[src/rtl/risc_pkg.sv]
// Shared constants for the RISC control path: opcodes, ALU codes, FSM state
// encodings, instruction classes and the control-strobe bundle.
package risc_pkg;

  // Opcodes (IR[31:27])
  localparam logic [4:0] OP_LD   = 5'b00000;
  localparam logic [4:0] OP_LDI  = 5'b00001;
  localparam logic [4:0] OP_ST   = 5'b00010;
  localparam logic [4:0] OP_ADD  = 5'b00011;
  localparam logic [4:0] OP_SUB  = 5'b00100;
  localparam logic [4:0] OP_AND  = 5'b00101;
  localparam logic [4:0] OP_OR   = 5'b00110;
  localparam logic [4:0] OP_ADDI = 5'b01100;
  localparam logic [4:0] OP_ANDI = 5'b01101;
  localparam logic [4:0] OP_ORI  = 5'b01110;
  localparam logic [4:0] OP_BR   = 5'b10010;
  localparam logic [4:0] OP_HALT = 5'b11011;

  // ALU operation codes
  localparam logic [4:0] ALU_NONE = 5'b00000;
  localparam logic [4:0] ALU_ADD  = 5'b00011;
  localparam logic [4:0] ALU_SUB  = 5'b00100;
  localparam logic [4:0] ALU_AND  = 5'b00101;
  localparam logic [4:0] ALU_OR   = 5'b00110;
  localparam logic [4:0] ALU_INC  = 5'b11111;

  // FSM state encodings (kept as plain constants for legacy compatibility)
  localparam logic [3:0] S_FETCH0 = 4'd0;
  localparam logic [3:0] S_FETCH1 = 4'd1;
  localparam logic [3:0] S_FETCH2 = 4'd2;
  localparam logic [3:0] S_EX3    = 4'd3;
  localparam logic [3:0] S_EX4    = 4'd4;
  localparam logic [3:0] S_EX5    = 4'd5;
  localparam logic [3:0] S_EX6    = 4'd6;
  localparam logic [3:0] S_EX7    = 4'd7;
  localparam logic [3:0] S_HALT   = 4'd8;

  // Instruction classes sharing a common microsequence
  typedef enum logic [2:0] {
    CLS_NOP,
    CLS_RTYPE,
    CLS_IMM,
    CLS_LDI,
    CLS_LD,
    CLS_ST,
    CLS_BR,
    CLS_HALT
  } instr_class_t;

  // One cycle's worth of datapath strobes
  typedef struct packed {
    logic       pc_in;
    logic       pc_out;
    logic       ir_in;
    logic       mar_in;
    logic       mdr_in;
    logic       mdr_out;
    logic       y_in;
    logic       z_in;
    logic       zlo_out;
    logic       c_out;
    logic       gra;
    logic       grb;
    logic       grc;
    logic       r_in;
    logic       r_out;
    logic       ba_out;
    logic       con_in;
    logic       mem_read;
    logic       mem_write;
    logic [4:0] alu_code;
  } ctrl_t;

endpackage

[src/rtl/control_unit_op_decode.sv]
// Opcode decoder: maps the 5-bit opcode to an instruction class and the
// ALU operation used by that instruction's arithmetic step.
module op_decode
  import risc_pkg::*;
(
  input  logic [4:0]   opcode,
  output instr_class_t cls,
  output logic [4:0]   alu_op
);

  // Classify the opcode; anything unlisted falls through to nop
  always_comb begin
    cls    = CLS_NOP;
    alu_op = ALU_NONE;
    case (opcode)
      OP_ADD:  begin cls = CLS_RTYPE; alu_op = ALU_ADD; end
      OP_SUB:  begin cls = CLS_RTYPE; alu_op = ALU_SUB; end
      OP_AND:  begin cls = CLS_RTYPE; alu_op = ALU_AND; end
      OP_OR:   begin cls = CLS_RTYPE; alu_op = ALU_OR;  end
      OP_ADDI: begin cls = CLS_IMM;   alu_op = ALU_ADD; end
      OP_ANDI: begin cls = CLS_IMM;   alu_op = ALU_AND; end
      OP_ORI:  begin cls = CLS_IMM;   alu_op = ALU_OR;  end
      OP_LDI:  begin cls = CLS_LDI;   alu_op = ALU_ADD; end
      OP_LD:   begin cls = CLS_LD;    alu_op = ALU_ADD; end
      OP_ST:   begin cls = CLS_ST;    alu_op = ALU_ADD; end
      OP_BR:   begin cls = CLS_BR;    alu_op = ALU_ADD; end
      OP_HALT: cls = CLS_HALT;
      default: begin cls = CLS_NOP; alu_op = ALU_NONE; end
    endcase
  end

endmodule

[src/rtl/control_unit.sv]
// Moore control FSM for the RISC datapath. Every state lasts one clock;
// strobes are decoded from the registered state, IR and ConOut.
module control_unit
  import risc_pkg::*;
(
  input  logic        clock,
  input  logic        clear,
  input  logic [31:0] IR,
  input  logic        ConOut,
  output logic        run,
  output logic        PCIn,
  output logic        PCOut,
  output logic        IRIn,
  output logic        MARIn,
  output logic        MDRIn,
  output logic        MDROut,
  output logic        YIn,
  output logic        ZIn,
  output logic        ZLoOut,
  output logic        COut,
  output logic        Gra,
  output logic        Grb,
  output logic        Grc,
  output logic        RIn,
  output logic        ROut,
  output logic        BAOut,
  output logic        Conin,
  output logic        memread,
  output logic        memwrite,
  output logic [4:0]  ALUCode
);

  logic [3:0]   state;
  logic [3:0]   state_next;
  instr_class_t cls;
  logic [4:0]   alu_op;
  ctrl_t        c;

  op_decode u_op_decode (
    .opcode (IR[31:27]),
    .cls    (cls),
    .alu_op (alu_op)
  );

  // State register with synchronous clear back to FETCH0
  always_ff @(posedge clock) begin
    if (clear) state <= S_FETCH0;
    else       state <= state_next;
  end

  // Sequencing: instruction length is set by the class in EX3/EX5/EX6
  always_comb begin
    state_next = S_FETCH0;
    case (state)
      S_FETCH0: state_next = S_FETCH1;
      S_FETCH1: state_next = S_FETCH2;
      S_FETCH2: state_next = S_EX3;
      S_EX3: begin
        case (cls)
          CLS_HALT: state_next = S_HALT;
          CLS_NOP:  state_next = S_FETCH0;
          default:  state_next = S_EX4;
        endcase
      end
      S_EX4: state_next = S_EX5;
      S_EX5: begin
        case (cls)
          CLS_LD, CLS_ST, CLS_BR: state_next = S_EX6;
          default:                state_next = S_FETCH0;
        endcase
      end
      S_EX6: begin
        case (cls)
          CLS_LD, CLS_ST: state_next = S_EX7;
          default:        state_next = S_FETCH0;
        endcase
      end
      S_EX7:   state_next = S_FETCH0;
      S_HALT:  state_next = S_HALT;
      default: state_next = S_FETCH0;
    endcase
  end

  // Strobe decode per state; clear blanks every strobe while it is held
  always_comb begin
    c = '0;
    case (state)
      S_FETCH0: begin
        c.pc_out   = 1'b1;
        c.mar_in   = 1'b1;
        c.z_in     = 1'b1;
        c.alu_code = ALU_INC;
      end
      S_FETCH1: begin
        c.zlo_out  = 1'b1;
        c.pc_in    = 1'b1;
        c.mem_read = 1'b1;
        c.mdr_in   = 1'b1;
      end
      S_FETCH2: begin
        c.mdr_out = 1'b1;
        c.ir_in   = 1'b1;
      end
      S_EX3: begin
        case (cls)
          CLS_RTYPE, CLS_IMM: begin
            c.grb = 1'b1; c.r_out = 1'b1; c.y_in = 1'b1;
          end
          CLS_LDI, CLS_LD, CLS_ST: begin
            c.grb = 1'b1; c.ba_out = 1'b1; c.y_in = 1'b1;
          end
          CLS_BR: begin
            c.gra = 1'b1; c.r_out = 1'b1; c.con_in = 1'b1;
          end
          default: ;
        endcase
      end
      S_EX4: begin
        case (cls)
          CLS_RTYPE: begin
            c.grc = 1'b1; c.r_out = 1'b1; c.z_in = 1'b1; c.alu_code = alu_op;
          end
          CLS_IMM: begin
            c.c_out = 1'b1; c.z_in = 1'b1; c.alu_code = alu_op;
          end
          CLS_LDI, CLS_LD, CLS_ST: begin
            c.c_out = 1'b1; c.z_in = 1'b1; c.alu_code = ALU_ADD;
          end
          CLS_BR: begin
            c.pc_out = 1'b1; c.y_in = 1'b1;
          end
          default: ;
        endcase
      end
      S_EX5: begin
        case (cls)
          CLS_RTYPE, CLS_IMM, CLS_LDI: begin
            c.zlo_out = 1'b1; c.gra = 1'b1; c.r_in = 1'b1;
          end
          CLS_LD, CLS_ST: begin
            c.zlo_out = 1'b1; c.mar_in = 1'b1;
          end
          CLS_BR: begin
            c.c_out = 1'b1; c.z_in = 1'b1; c.alu_code = ALU_ADD;
          end
          default: ;
        endcase
      end
      S_EX6: begin
        case (cls)
          CLS_LD: begin
            c.mem_read = 1'b1; c.mdr_in = 1'b1;
          end
          CLS_ST: begin
            c.gra = 1'b1; c.r_out = 1'b1; c.mdr_in = 1'b1;
          end
          CLS_BR: begin
            c.zlo_out = ConOut; c.pc_in = ConOut;
          end
          default: ;
        endcase
      end
      S_EX7: begin
        case (cls)
          CLS_LD: begin
            c.mdr_out = 1'b1; c.gra = 1'b1; c.r_in = 1'b1;
          end
          CLS_ST:  c.mem_write = 1'b1;
          default: ;
        endcase
      end
      default: ;
    endcase
    if (clear) c = '0;
  end

  // run stays high through clear even if the held state is HALT
  always_comb begin
    run = clear || (state != S_HALT);
  end

  // Port fan-out from the strobe bundle
  always_comb begin
    PCIn     = c.pc_in;
    PCOut    = c.pc_out;
    IRIn     = c.ir_in;
    MARIn    = c.mar_in;
    MDRIn    = c.mdr_in;
    MDROut   = c.mdr_out;
    YIn      = c.y_in;
    ZIn      = c.z_in;
    ZLoOut   = c.zlo_out;
    COut     = c.c_out;
    Gra      = c.gra;
    Grb      = c.grb;
    Grc      = c.grc;
    RIn      = c.r_in;
    ROut     = c.r_out;
    BAOut    = c.ba_out;
    Conin    = c.con_in;
    memread  = c.mem_read;
    memwrite = c.mem_write;
    ALUCode  = c.alu_code;
  end

endmodule

[config.mk]
export PLATFORM = sky130hd
export DESIGN_NAME = control_unit
export DESIGN_NICKNAME = d
export VERILOG_FILES = /design/src/rtl/risc_pkg.sv /design/src/rtl/control_unit_op_decode.sv /design/src/rtl/control_unit.sv
export SDC_FILE = /design/constraint.sdc
export NUM_CORES = 1
export LEC_CHECK = 0
export CORE_UTILIZATION = 35
export CTS_CLUSTER_SIZE = 28
export DETAILED_ROUTE_END_ITERATION = 10
export DONT_BUFFER_PORTS = 1
export PLACE_DENSITY = 0.53
export SLEW_MARGIN = 30
export SYNTH_ARGS = -nofsm -noshare
export SYNTH_HDL_FRONTEND = slang
export SYNTH_SLANG_ARGS = --single-unit
export TNS_END_PERCENT = 1
[constraint.sdc]
create_clock -name clock -period 1.9 [get_ports clock]
set_clock_uncertainty 0.1 [all_clocks]
set_input_delay 0.19 -clock clock [delete_from_list [all_inputs] [get_ports clock]]
set_output_delay 0.19 -clock clock [all_outputs]
set_load 0.01 [all_outputs]
Word-level counts from Yosys, hierarchy flattened
Index checks and enable logic that the tools add are counted.
Widths: inputs -> output; s select.
{"block": "totals", "romBits": 0, "input_bits": 35, "latch_bits": 0, "ram_bits": 0, "regBits": 4, "memories": 0}
{"block": "op_classes", "mul": 0, "n_bitwise": 0, "reduce_logical": 17, "eq_ne": 27, "n_div": 0, "n_addsub": 0, "muxes": 39, "order_cmp": 0, "n_shift": 0}
{"op": "$pmux 4 s8", "n": 1}
{"op": "$mux 24", "n": 1}
{"op": "$pmux 3 s7", "n": 1}
{"op": "$pmux 1 s2", "n": 9}
{"op": "$eq 4x3->1 const B", "n": 4}
{"op": "$eq 5x3->1 const B", "n": 3}
{"op": "$eq 5x4->1 const B", "n": 3}
{"op": "$mux 1", "n": 15}
{"op": "$pmux 5 s3", "n": 1}
{"op": "$reduce_or 3->1", "n": 5}
{"op": "$eq 3x3->1 const B", "n": 4}
{"op": "$pmux 3 s4", "n": 1}
{"op": "$eq 5x2->1 const B", "n": 2}
{"op": "$eq 5x5->1 const B", "n": 2}
{"op": "$pmux 5 s2", "n": 1}
{"op": "$pmux 1 s3", "n": 3}
{"op": "$eq 4x2->1 const B", "n": 2}
{"op": "$pmux 4 s2", "n": 1}
{"op": "$reduce_or 2->1", "n": 4}
{"op": "$reduce_or 4->1", "n": 2}
{"op": "$eq 3x2->1 const B", "n": 2}
{"op": "$mux 3", "n": 2}
{"op": "$reduce_or 6->1", "n": 1}
{"op": "$eq 5x1->1 const B", "n": 1}
{"op": "11 further kinds", "n": 12}

Longest topological paths before layout
{"block": "logic_depth", "depth_word": 8, "ltp_mapped": 6, "ltp_nobuf": 4}

By module
A second synthesis with hierarchy kept.
{"block": "unflattened", "cells_unflattened": 162, "hier_area_um2": 1027.2}
{"module": "control_unit", "seq_area_each_um2": 80.1, "cells_each": 129, "area_each_um2": 817.0, "n_inst": 1}
{"module": "op_decode", "seq_area_each_um2": 0.0, "cells_each": 33, "area_each_um2": 210.2, "n_inst": 1}

Least setup slack after synthesis
No wires, ideal clock.
{"block": "synth_timing", "path_type": "reg2out", "startpoint": "register state[1]", "endpoint": "output port ROut", "arrival_time_ps": 1429, "setup_slack_ps": 181, "path_stages_with_launch": 6, "path_cell_list": "dfxtp_1 buf_2 nand2_1 nor3_1 or3b_1 a41oi_1"}
{"block": "synth_via", "elab_chain_len": 3, "word_cells_on_any_way": 5, "cone_classes": "3 x eq/ne; 2 x mux"}
{"item": "start, declared", "line": "control_unit.sv:33", "rtl": "logic [3:0] state;"}
{"item": "start signal, assigned", "line": "control_unit.sv:48", "rtl": "else state <= state_next;"}
{"item": "$eq 4x3->1 / $eq 4x2->1 (equally long branches)", "line": "control_unit.sv:87", "rtl": "case (state)"}
{"item": "$pmux 1 s3 (*)", "line": "control_unit.sv:87"}
{"item": "$mux 24 (*)", "line": "control_unit.sv:174", "rtl": "if (clear) c = '0;"}
{"item": "end, declared", "line": "control_unit.sv:25", "rtl": "output logic ROut,"}
Every way passes the cells marked *; elsewhere a longest branch is shown, timed or not.

Final worst setup path
{"block": "layout_timing", "startpoint": "register state[3]", "endpoint": "output port ROut"}
Same word-level chain as after synthesis.

==> out/metrics.csv <==
stage,metric,value,unit
power_and_ir_drop,PwrDens,319,nW/µm²
global_routing,vias in the first global route,1009,
routing,drt via density,6.31,
worst_setup_path,worst reg2reg path startpoint,state[0]$_SDFF_PP0_,
worst_setup_path,Worst Path Max Fanout,8,
routing,Via Count,1104,
layout,Non-Filler Instances,175,
routing,Routed wire per std cell,17.1,µm
global_routing,initial antenna violation count,0,
timing,Period minus WS final,1.90,ns
layout,Layout area overhead,32.3,%
worst_hold_path,hold endpoint,state[1]$_SDFF_PP0_,
logic_synthesis,"Cell Area, Synth",892,µm²
timing,Setup WS post-layout,-0.00447,ns
floorplan,Boundary Pins,60,
place,cell total after placement,169,
worst_setup_path,"Data arrival, critical path",1.61,ns
logic_synthesis,Yosys reg bits,4,
floorplan,die height,52.5,µm
worst_setup_path,Worst Setup Start Kind,flop,
logic_synthesis,Post-Syn Area per Cell,6.46,µm²
layout,n_diodes,0,
floorplan,core area,2300,µm²
worst_setup_path,FF-to-FF path depth,6,
layout,Largest regs,state: 4 flops,
place,final HPWL from detailed placement,2.12,mm
cts,cts hold-fix bufs,0,
worst_hold_path,Hold Path Stages,3,
global_routing,global-route wire length before repair,4.68,mm
logic_synthesis,Netlist cell types,43,
cts,CTS root buffer,clkbuf_4,
layout,Final Cell Area,1180,µm²
worst_setup_path,r2r setup slk,0.09,ns
floorplan,FP Rows,17,
floorplan,overall die area,2750,µm²
layout,nets@finish,184,
logic_synthesis,number of synthesized flops with an enable pin,0,
place,Post-Place Cell Area,1010,µm²
layout,layout cells sized above 1,35.4,%
logic_synthesis,ys async rst share,0,%
cts,H-tree Lvls,1,
routing,DRC,0,
logic_synthesis,Mapped Cells,138,
cts,Skew-Pair Late Insertion Delay,0.23,ns
global_routing,GRT overflow,0,
worst_hold_path,hold wc startpoint,IR[31],
routing,final wirelength,2.98,mm
timing,max-slew violation total from the final report,0,
cts,CTS Buf Count,3,
timing,Least-Margin Pin Slew,0.507,ns
worst_setup_path,worst path required time,1.61,ns
worst_hold_path,hold crit path type,in2reg,
floorplan,Horiz. Die Dim,52.5,µm
timing,RSZ-0062 raised after global routing,true,
routing,drt pass-1 iters,4,
logic_synthesis,Mapped Nets,173,
flow_run,Max Cap Violations,0,
timing,Max Fclk,0.525,GHz
power_and_ir_drop,Leak Pwr,0.000443,µW
logic_synthesis,Syn. warnings,0,
cts,CTS tree,done,
worst_setup_path,reg2reg end,state[1]$_SDFF_PP0_,
cts,Worst-path clk slew,0.03,ns
layout,Biggest register,state,
layout,register area,95.1,µm²
status,failing checks,setup timing,
layout,number of flip-flops in the largest register,4,
cts,clk buf depth,2,
floorplan,Initial Util,38.8,%
logic_synthesis,sequential-to-total area share from yosys stat,8.98,%
place,port bufs,0,
place,global placement routability congestion,0.820,
routing,first-iteration detailed-routing DRC count,34,
global_routing,All-Layer GR Usage,22.5,%
cts,CTS Sinks,4,
timing,Slew headroom,65.9,%
timing,final period utilization,100,%
logic_synthesis,"Primary FF master, synth",dfxtp_1,
routing,Routed Antenna Nets,0,
power_and_ir_drop,Max IR drop VDD,0.000261,V
timing,Fin Hold WS,0.128,ns
global_routing,largest net degree at the start of global routing,18,
timing,final hold violation count,0,
status,status,"complete, but fails checks",
worst_setup_path,Crit Path Class,reg2out,
timing,Final setup viols,1,
layout,fillers,236,
worst_setup_path,CP endpoint kind,primary output,
layout,footprint of the multi-input gates,838,µm²
## kinds of logic after synthesis
family	Yosys count	share of synthesized area, %
simple gates	73	46.7
flops	4	8.98
xor+xnor	2	1.96
buf+inv	18	8.84
compound gates	41	33.5
## stage by stage
| stage | utilization (%) | worst slack, ns | total power, µW | setup TNS [ns] |
|---|---|---|---|---|
| 6_report | 51.4 | -0.00447 | 377 | -0.00447 |
| 5_1_grt | 51.4 | -0.0903 | 409 | -0.303 |
| 4_1_cts | 47.9 | -0.0217 | 372 | -0.0428 |
| 3_5_place_dp | 44.0 | 0.121 | 254 | 0 |
| 3_3_place_gp | 44.0 | 0.113 | 252 | 0 |
| 2_1_floorplan | - | 0.181 | 224 | 0 |
## how the worst max path moves through the flow
stage / depth (start not counted) / start / slack (ns) / end
2_1_floorplan: 5 / state[1]$_SDFF_PP0_ / 0.18 / ROut
3_3_place_gp: 5 / state[0]$_SDFF_PP0_ / 0.11 / ROut
3_5_place_dp: 5 / state[1]$_SDFF_PP0_ / 0.12 / ROut
4_1_cts: 5 / state[2]$_SDFF_PP0_ / -0.02 / Gra
5_1_grt: 5 / state[1]$_SDFF_PP0_ / -0.09 / Gra
6_report: 5 / state[3]$_SDFF_PP0_ / -0.004 / ROut
## what timing repair did
item                                    CTS  global route
pin swaps                                 3             8
endpoints found under the setup margin   10             9
resized for setup                        16            14
setup buffers                             0             3
## report_power, final
group | switching (µW) | leakage (µW) | internal [µW]
combinational | 104 | 0.000394 | 78.4
sequential | 6.82 | 0.0000355 | 85.6
clock | 31.3 | 0.0000138 | 70.4
total | 142 | 0.000443 | 234
## synth_stat cells (2+ instances only)
library cell / count / area share (%)
inv_1: 2 / 0.84
clkbuf_1: 8 / 3.4
nand2_1: 9 / 3.8
a2111oi_0: 2 / 2.0
nand3b_1: 3 / 2.5
or3_1: 4 / 2.8
a41oi_1: 3 / 2.9
nor4_1: 3 / 2.1
nand2b_1: 5 / 3.5
nor3_1: 3 / 1.7
o21bai_1: 2 / 1.7
nand4_1: 4 / 2.8
nand3_1: 4 / 2.2
nor2b_1: 7 / 4.9
o21ai_0: 3 / 1.7
buf_2: 6 / 3.4
a32oi_1: 2 / 2.0
nor2_1: 18 / 7.6
a21oi_1: 12 / 6.7
xor2_1: 2 / 2.0
a21o_1: 6 / 5.0
dfxtp_1: 4 / 9.0
or2_1: 4 / 2.8
a31oi_1: 2 / 1.4
nor4b_1: 2 / 2.0
## cell usage in the layout (no fill, tap or decap), drive strengths merged, types with 2 or more instances in the layout
cell type	instances
buf	22
nor2	18
a21oi	12
nand2	9
nor2b	7
a21o	6
nand2b	5
nand4	4
dfxtp	4
or3	4
or2	4
nand3	4
o21ai	4
nor3	4
nand3b	3
clkbuf	3
nor4	3
nor4b	3
a41oi	3
a2111oi	3
a31oi	2
inv	2
a32oi	2
xor2	2
o21bai	2
## worst max-delay path: stages (launching register included)
cell     delay (ns)
dfxtp_4        0.37
buf_4          0.14
nor3_2         0.18
or3b_1         0.38
a41oi_2        0.17
buf_4          0.14
## metal layers
metal	track usage (%)	up-vias	wire length (µm)
met5	0	-	0
met4	6.58	0	0
met3	3.19	0	171
met2	39.7	30	1510
met1	27.9	544	1300
li1	-	530	-
## final cells by class
class | instances | share of cell area, %
Sequential cell | 4 | 8.06
Inverter | 2 | 0.636
Tap cell | 28 | 2.97
Timing Repair Buffer | 22 | 15.4
Clock buffer | 3 | 1.91
Multi-Input combinational cell | 116 | 71.0
Note: power is estimated with default switching activity, not from simulation.
